File: src/rtl/serial_deframer.sv
// Asynchronous-serial frame receiver: deframes start/data/parity/stop bits from
// the DPLL strobe stream and queues words with error flags in an FWFT FIFO.
module serial_deframer #(
    parameter int DATA_BITS  = 8,
    parameter int PARITY     = 0,
    parameter int STOP_BITS  = 1,
    parameter int FIFO_DEPTH = 4
) (
    input  logic                 clk_i,
    input  logic                 rst_n_i,
    input  logic                 clr_i,
    input  logic                 stb_i,
    input  logic                 dat_i,
    input  logic                 lock_i,
    output logic [DATA_BITS-1:0] dat_o,
    output logic                 perr_o,
    output logic                 ferr_o,
    output logic                 vld_o,
    input  logic                 rdy_i,
    output logic                 ovr_o,
    output logic                 busy_o
);

    localparam int         AW        = $clog2(FIFO_DEPTH);
    localparam int         EW        = DATA_BITS + 2;
    localparam logic [3:0] LAST_DATA = 4'(DATA_BITS - 1);
    localparam logic [3:0] LAST_STOP = 4'(STOP_BITS - 1);

    typedef enum logic [2:0] {
        S_IDLE,
        S_DATA,
        S_PAR,
        S_STOP,
        S_HUNT
    } state_t;

    state_t               state;
    logic [3:0]           cnt;
    logic [DATA_BITS-1:0] shreg;
    logic                 perr_r;
    logic                 ferr_r;
    logic                 busy_r;

    logic [EW-1:0]        mem [FIFO_DEPTH];
    logic [AW:0]          wr_ptr;
    logic [AW:0]          rd_ptr;
    logic                 ovr_r;

    logic                 full;
    logic                 empty;
    logic                 push;
    logic                 pop;
    logic                 wr_en;
    logic                 par_exp;
    logic [EW-1:0]        push_word;
    logic [EW-1:0]        head;

    always_comb begin
        par_exp   = (PARITY == 1) ? ~^shreg : ^shreg;
        push      = lock_i & stb_i & (state == S_STOP) & (cnt == LAST_STOP);
        // the last stop sample is folded in directly so the push lands on its own edge
        push_word = {perr_r, ferr_r | ~dat_i, shreg};
        empty     = (wr_ptr == rd_ptr);
        full      = (wr_ptr[AW] != rd_ptr[AW]) && (wr_ptr[AW-1:0] == rd_ptr[AW-1:0]);
        pop       = ~empty & rdy_i;
        wr_en     = push & (~full | pop) & ~clr_i;
        head      = mem[rd_ptr[AW-1:0]];
    end

    always_ff @(posedge clk_i or negedge rst_n_i) begin
        if (!rst_n_i) begin
            state  <= S_IDLE;
            cnt    <= '0;
            shreg  <= '0;
            perr_r <= 1'b0;
            ferr_r <= 1'b0;
            busy_r <= 1'b0;
        end else if (clr_i) begin
            state  <= S_IDLE;
            cnt    <= '0;
            shreg  <= '0;
            perr_r <= 1'b0;
            ferr_r <= 1'b0;
            busy_r <= 1'b0;
        end else if (!lock_i) begin
            state  <= S_IDLE;
            busy_r <= 1'b0;
        end else if (stb_i) begin
            case (state)
                S_IDLE: begin
                    if (!dat_i) begin
                        state  <= S_DATA;
                        cnt    <= '0;
                        perr_r <= 1'b0;
                        ferr_r <= 1'b0;
                        busy_r <= 1'b1;
                    end
                end
                S_DATA: begin
                    shreg <= {dat_i, shreg[DATA_BITS-1:1]};
                    if (cnt == LAST_DATA) begin
                        cnt   <= '0;
                        state <= (PARITY != 0) ? S_PAR : S_STOP;
                    end else begin
                        cnt <= cnt + 4'd1;
                    end
                end
                S_PAR: begin
                    perr_r <= (dat_i != par_exp);
                    state  <= S_STOP;
                end
                S_STOP: begin
                    if (!dat_i) begin
                        ferr_r <= 1'b1;
                    end
                    if (cnt == LAST_STOP) begin
                        cnt    <= '0;
                        state  <= (ferr_r | ~dat_i) ? S_HUNT : S_IDLE;
                        busy_r <= ferr_r | ~dat_i;
                    end else begin
                        cnt <= cnt + 4'd1;
                    end
                end
                S_HUNT: begin
                    if (dat_i) begin
                        state  <= S_IDLE;
                        busy_r <= 1'b0;
                    end
                end
                default: begin
                    state  <= S_IDLE;
                    busy_r <= 1'b0;
                end
            endcase
        end
    end

    always_ff @(posedge clk_i or negedge rst_n_i) begin
        if (!rst_n_i) begin
            wr_ptr <= '0;
            rd_ptr <= '0;
            ovr_r  <= 1'b0;
        end else if (clr_i) begin
            wr_ptr <= '0;
            rd_ptr <= '0;
            ovr_r  <= 1'b0;
        end else begin
            if (pop) begin
                rd_ptr <= rd_ptr + 1'b1;
            end
            if (push) begin
                if (~full | pop) begin
                    wr_ptr <= wr_ptr + 1'b1;
                end else begin
                    ovr_r <= 1'b1;
                end
            end
        end
    end

    always_ff @(posedge clk_i) begin
        if (wr_en) begin
            mem[wr_ptr[AW-1:0]] <= push_word;
        end
    end

    // storage is not reset, so the head fields are masked while empty
    assign vld_o  = ~empty;
    assign dat_o  = vld_o ? head[DATA_BITS-1:0] : '0;
    assign ferr_o = vld_o & head[DATA_BITS];
    assign perr_o = vld_o & head[DATA_BITS+1];
    assign ovr_o  = ovr_r;
    assign busy_o = busy_r;

endmodule

File: config.mk
export PLATFORM = sky130hd
export DESIGN_NAME = serial_deframer
export DESIGN_NICKNAME = d
export VERILOG_FILES = /design/src/rtl/serial_deframer.sv
export SDC_FILE = /design/constraint.sdc
export NUM_CORES = 1
export LEC_CHECK = 0
export ABC_AREA = 1
export BUFFER_PORTS_ARGS = -buffer_cell sky130_fd_sc_hd__buf_2
export CAP_MARGIN = 10
export CORE_ASPECT_RATIO = 0.8
export CORE_UTILIZATION = 60
export CTS_CLUSTER_DIAMETER = 30
export DETAILED_ROUTE_END_ITERATION = 12
export PLACE_DENSITY = 0.87
export SLEW_MARGIN = 10
export SYNTH_ARGS = -nofsm -noshare
export SYNTH_HDL_FRONTEND = slang
export SYNTH_SLANG_ARGS = --single-unit
File: constraint.sdc
create_clock -name clk_i -period 5.1 [get_ports clk_i]
set_clock_uncertainty 0.1 [all_clocks]
set_input_delay 0.51 -clock clk_i [delete_from_list [all_inputs] [get_ports clk_i]]
set_output_delay 0.51 -clock clk_i [all_outputs]
set_load 0.05 [all_outputs]
# Word level (Yosys, flattened, before mapping)
# Memory sizes are Yosys's and may differ from the RTL's.
# Index checks and enable logic that the tools add are counted.
dict set report word_totals {
  register_bits 25
  latchBits 0
  ramBits 40
  mem_bits_ro 0
  in_bits 7
  n_memories 1
}
# memory depth word_bits rd rd_ports_with_merged_regs wr line
set memory_table {}
lappend memory_table {mem 4 10 1 0 1 44} ;# logic [EW-1:0] mem [FIFO_DEPTH];
dict set report op_classes {
  n_addsub 3
  multipliers 0
  div 0
  magnitude_cmp 0
  n_eq_ne 18
  shifts 0
  n_mux 47
  n_bitwise 14
  n_reduce_logical 22
}
# operator n
set ops {}
lappend ops {{$mux 8} 5}
lappend ops {{$mux 3} 13}
lappend ops {{$mux 4} 6}
lappend ops {{$mux 1} 18}
lappend ops {{$pmux 3 s5} 1}
lappend ops {{$reduce_and 5->1} 3}
lappend ops {{$ne 3x3->1 const B} 4}
lappend ops {{$ne 4x4->1 const B} 3}
lappend ops {{$pmux 4 s3} 1}
lappend ops {{$reduce_bool 2->1} 6}
lappend ops {{$and 1x1->1} 8}
lappend ops {{$reduce_and 4->1} 2}
lappend ops {{$reduce_xor 8->1} 1}
lappend ops {{$add 3x1->3 const B} 2}
lappend ops {{$eq 3x2->1 const B} 2}
lappend ops {{$reduce_bool 3->1} 2}
lappend ops {{$add 4x1->4 const B} 1}
lappend ops {{$eq 4x3->1 const B} 1}
lappend ops {{$logic_not 4->1} 1}
lappend ops {{$ne 4x3->1 const B} 1}
lappend ops {{$not 1->1} 4}
lappend ops {{$pmux 1 s2} 2}
lappend ops {{$pmux 1 s4} 1}
lappend ops {{$reduce_and 2->1} 2}
lappend ops {{12 further kinds} 14}

# Logic depth before layout (Yosys ltp)
dict set report depth {
  ltp_word 8
  mapped_depth 10
}

# Worst setup path after synthesis
# No wires, ideal clock.
dict set report synth_path {
  path_type {reg-to-output}
  start {reg wr_ptr[0]}
  end {out dat_o[0]}
  arrival_time_ns 1.522
  t_required_ns 4.490
  setup_slack_ns 2.968
  stages_incl_launch_ff 8
  path_cell_list {dfrtp_1 > inv_1 > nand2_1 > a21oi_1 > nand2_1 > buf_2 > nand2_1 > inv_1}
}
dict set report synth_via {
  elab_chain_len 2
}
# element line
set synth_lines {}
lappend synth_lines {{start, declared} 45} ;# logic [AW:0] wr_ptr;
lappend synth_lines {{start signal, assigned} 153} ;# wr_ptr <= wr_ptr + 1'b1;
lappend synth_lines {{$eq 3x3->1} 63} ;# empty = (wr_ptr == rd_ptr);
lappend synth_lines {{$mux 8} 169} ;# assign dat_o = vld_o ? head[DATA_BITS-1:0] : '0;
lappend synth_lines {{end, declared} 15} ;# output logic [DATA_BITS-1:0] dat_o,
# No other way between the ends.

# Worst setup path in the final report
dict set report layout_path {
  start {reg rd_ptr[0]}
  end {out perr_o}
}
dict set report layout_via {
  elab_chain_len 3
  elab_cells_between_ends 4
  classes_between {eq/ne (1); bitwise (2); memory (1)}
}
# element line
set layout_lines {}
lappend layout_lines {{start, declared} 46} ;# logic [AW:0] rd_ptr;
lappend layout_lines {{start signal, assigned} 149} ;# rd_ptr <= rd_ptr + 1'b1;
lappend layout_lines {{parallel branches: the longest is 2 deep, another holds $mem_v2 4x10} -}
lappend layout_lines {{$and 1x1->1 (*)} 171} ;# assign perr_o = vld_o & head[DATA_BITS+1];
lappend layout_lines {{end, declared} 16} ;# output logic perr_o,
# Every way passes the cells marked *.

==> metrics.txt <==
Die ar.=5660 um2; fmax=311 MHz; IO Pins=20; all-layer global routing usage=0.242; Slew HR=0.361; final net count=371; hold slack=48.6 ps; first-pass iteration count of the detailed router=8; Period minus WS final=3210 ps; die width=around 84 um; total gr overflow=0; Initial Util=0.631; worst min path class=input port to async pin; CP peak stage delay=810 ps; CP Data Required Time=around 4500 ps; status=finished, violations left; number of post-CTS setup repair buffers=0; Gate Count Post-Synth=between 300 and 400; largest net degree at the start of global routing=26; post-CTS resize count=0; ys async rst share=0.385; die height=67.5 um; crit-path cells=inv_2 -> nand2_1 -> a21oi_1 -> nand2_1 -> nand2_1 -> inv_1 -> buf_2; total core area=5090 um2; share of cells above drive strength 1=0.160; critical path depth in cells=7; Post-DP HPWL=4.34 mm; P_leak=1.57 nW; total wire length=roughly 6.2 mm; final period utilization=0.630; Final Wtd Congestion=0.846; clock sink count=65; sequential share of the synthesized area=0.568; first-pass GRT wire length=10.1 mm; 1st-iter DRT viols=185; Critical R2R Capture=mem[1][6]$_DFFE_PP_; Power Dens Cells=308 nW/um2; Crit path arrival time=around 2600 ps; CTS H-Tree Depth=3; setup tns final=0 ps; post-route ant nets=0; worst skew pair latency=~340 ps; area share of the largest cell type after synthesis=0.374; root buf cell=clkbuf_8; Power Total=1.08 mW; Top delay family on crit path=flip-flops; CTS Buf Count=9; reg-to-reg slack, setup=2150 ps; DP Cell Count=408; Area Overhead vs Synth=9.58%; maximum VDD drop=0.170 mV; DRC=4; Synth cell types=30; Synth Warn #=0; Synthesized Nets=351; violated checks=design-rule violations; Synth area leaders=edfxtp_1 37%, dfrtp_1 19%, nand2_1 7.1%; Vias=2289; post-layout util=0.691; Final setup viols=0; drt wl/cell=14.6 um; Post-synth EDFFs=40; critical path class=register to output port; post-synth top area cell=edfxtp_1; clk slew on worst S/H paths=70 ps; flops & latches, synth=65; Slew @ Worst Pin=955 ps; most common cell in the netlist=nand2_1; synthesized area=roughly 3200 um2; prevailing post-synth register cell=edfxtp_1; CP most frequent cell=nand2_1; clock buffer depth=2; I/O Buffers=19; biggest fanout along the worst timing path=24; CTS tree=yes; fin. max-slew vios=0; synthesized area per cell=around 9.5 um2; initial antenna violation count=0; final hold viol count=0; final non-filler cell total=424; Startpoint Class=register; vias in the first global route=about 2100; Post-CTS Hold Buffers=0; ANT cells=0; Worst R2R Path Depth=6; MaxCap Viol Count=0; Worst R2R Start=rd_ptr[0]$_DFFE_PN0P_; unrepaired setup endpoints after global routing=false; capturing element type of the critical path=output port; Slowest cell on crit path=dfrtp_1; Vias/cell=5.40; CP Buf/Inv Count=3; row cnt=23; top post-synthesis cells by count=61 x nand2_1, 46 x nor2_1, 40 x edfxtp_1
[flip-flops by register name (all words and copies together) (netlist names)]
signal	count
cnt	4
wr_ptr	3
rd_ptr	3
busy_o	1
state	3
perr_r	1
ovr_o	1
shreg	8
mem	40
ferr_r	1
[metal layers]
metal	track usage	vias to the layer above	wire length, um
met5	0	-	0
met2	0.405	63	3000
met3	0.0733	4	364
met1	0.310	1060	2790
met4	0.0776	0	55
li1	-	1162	-
[layout make-up]
| cell class | count | area, um2 |
|---|---|---|
| Clock buffer | 9 | 124 |
| Clock inverter | 7 | 61.3 |
| Fill cell | 393 | 1570 |
| Inverter | 46 | 175 |
| Multi-Input combinational cell | 216 | 1160 |
| Sequential cell | 65 | 1830 |
| Tap cell | 62 | 77.6 |
| Timing Repair Buffer | 19 | 95.1 |
[worst max path at each step]
stage	startpoint	end
2_1_floorplan	wr_ptr[0]$_DFFE_PN0P_	dat_o[0]
3_3_place_gp	rd_ptr[0]$_DFFE_PN0P_	mem[2][5]$_DFFE_PP_
3_5_place_dp	rd_ptr[0]$_DFFE_PN0P_	mem[1][1]$_DFFE_PP_
4_1_cts	rd_ptr[0]$_DFFE_PN0P_	perr_o
5_1_grt	rd_ptr[0]$_DFFE_PN0P_	ferr_o
6_report	rd_ptr[0]$_DFFE_PN0P_	perr_o
[cells by family after synthesis]
family          share of synthesized area
simple gates                        0.211
buf+inv                            0.0701
compound gates                      0.101
xor+xnor                           0.0218
flops                               0.568
fa+ha+maj                          0.0272
[cells in the final DEF (no fill, tap or decap), types with 7 or more instances in the layout]
master / instances
inv_1: 39
dfrtp_1: 25
nand2_1: 61
ha_1: 7
o21ai_0: 22
nand3_1: 25
o32ai_1: 10
edfxtp_1: 40
nor2_1: 46
clkbuf_8: 9
buf_2: 19
[metrics by stage]
stage / setup slack (ps) / cell area, um2
2_1_floorplan: 2970 / 3210
3_3_place_gp: 2380 / 3340
3_5_place_dp: 2160 / 3340
4_1_cts: 1890 / 3520
5_1_grt: 1700 / 3520
6_report: 1890 / 3520
[power breakdown]
group | internal, mW | switching (mW)
Combinational | 0.0276 | 0.0645
Clock | 0.220 | 0.189
Sequential | 0.568 | 0.0153
No activity file was read; power rests on OpenSTA's default activity.
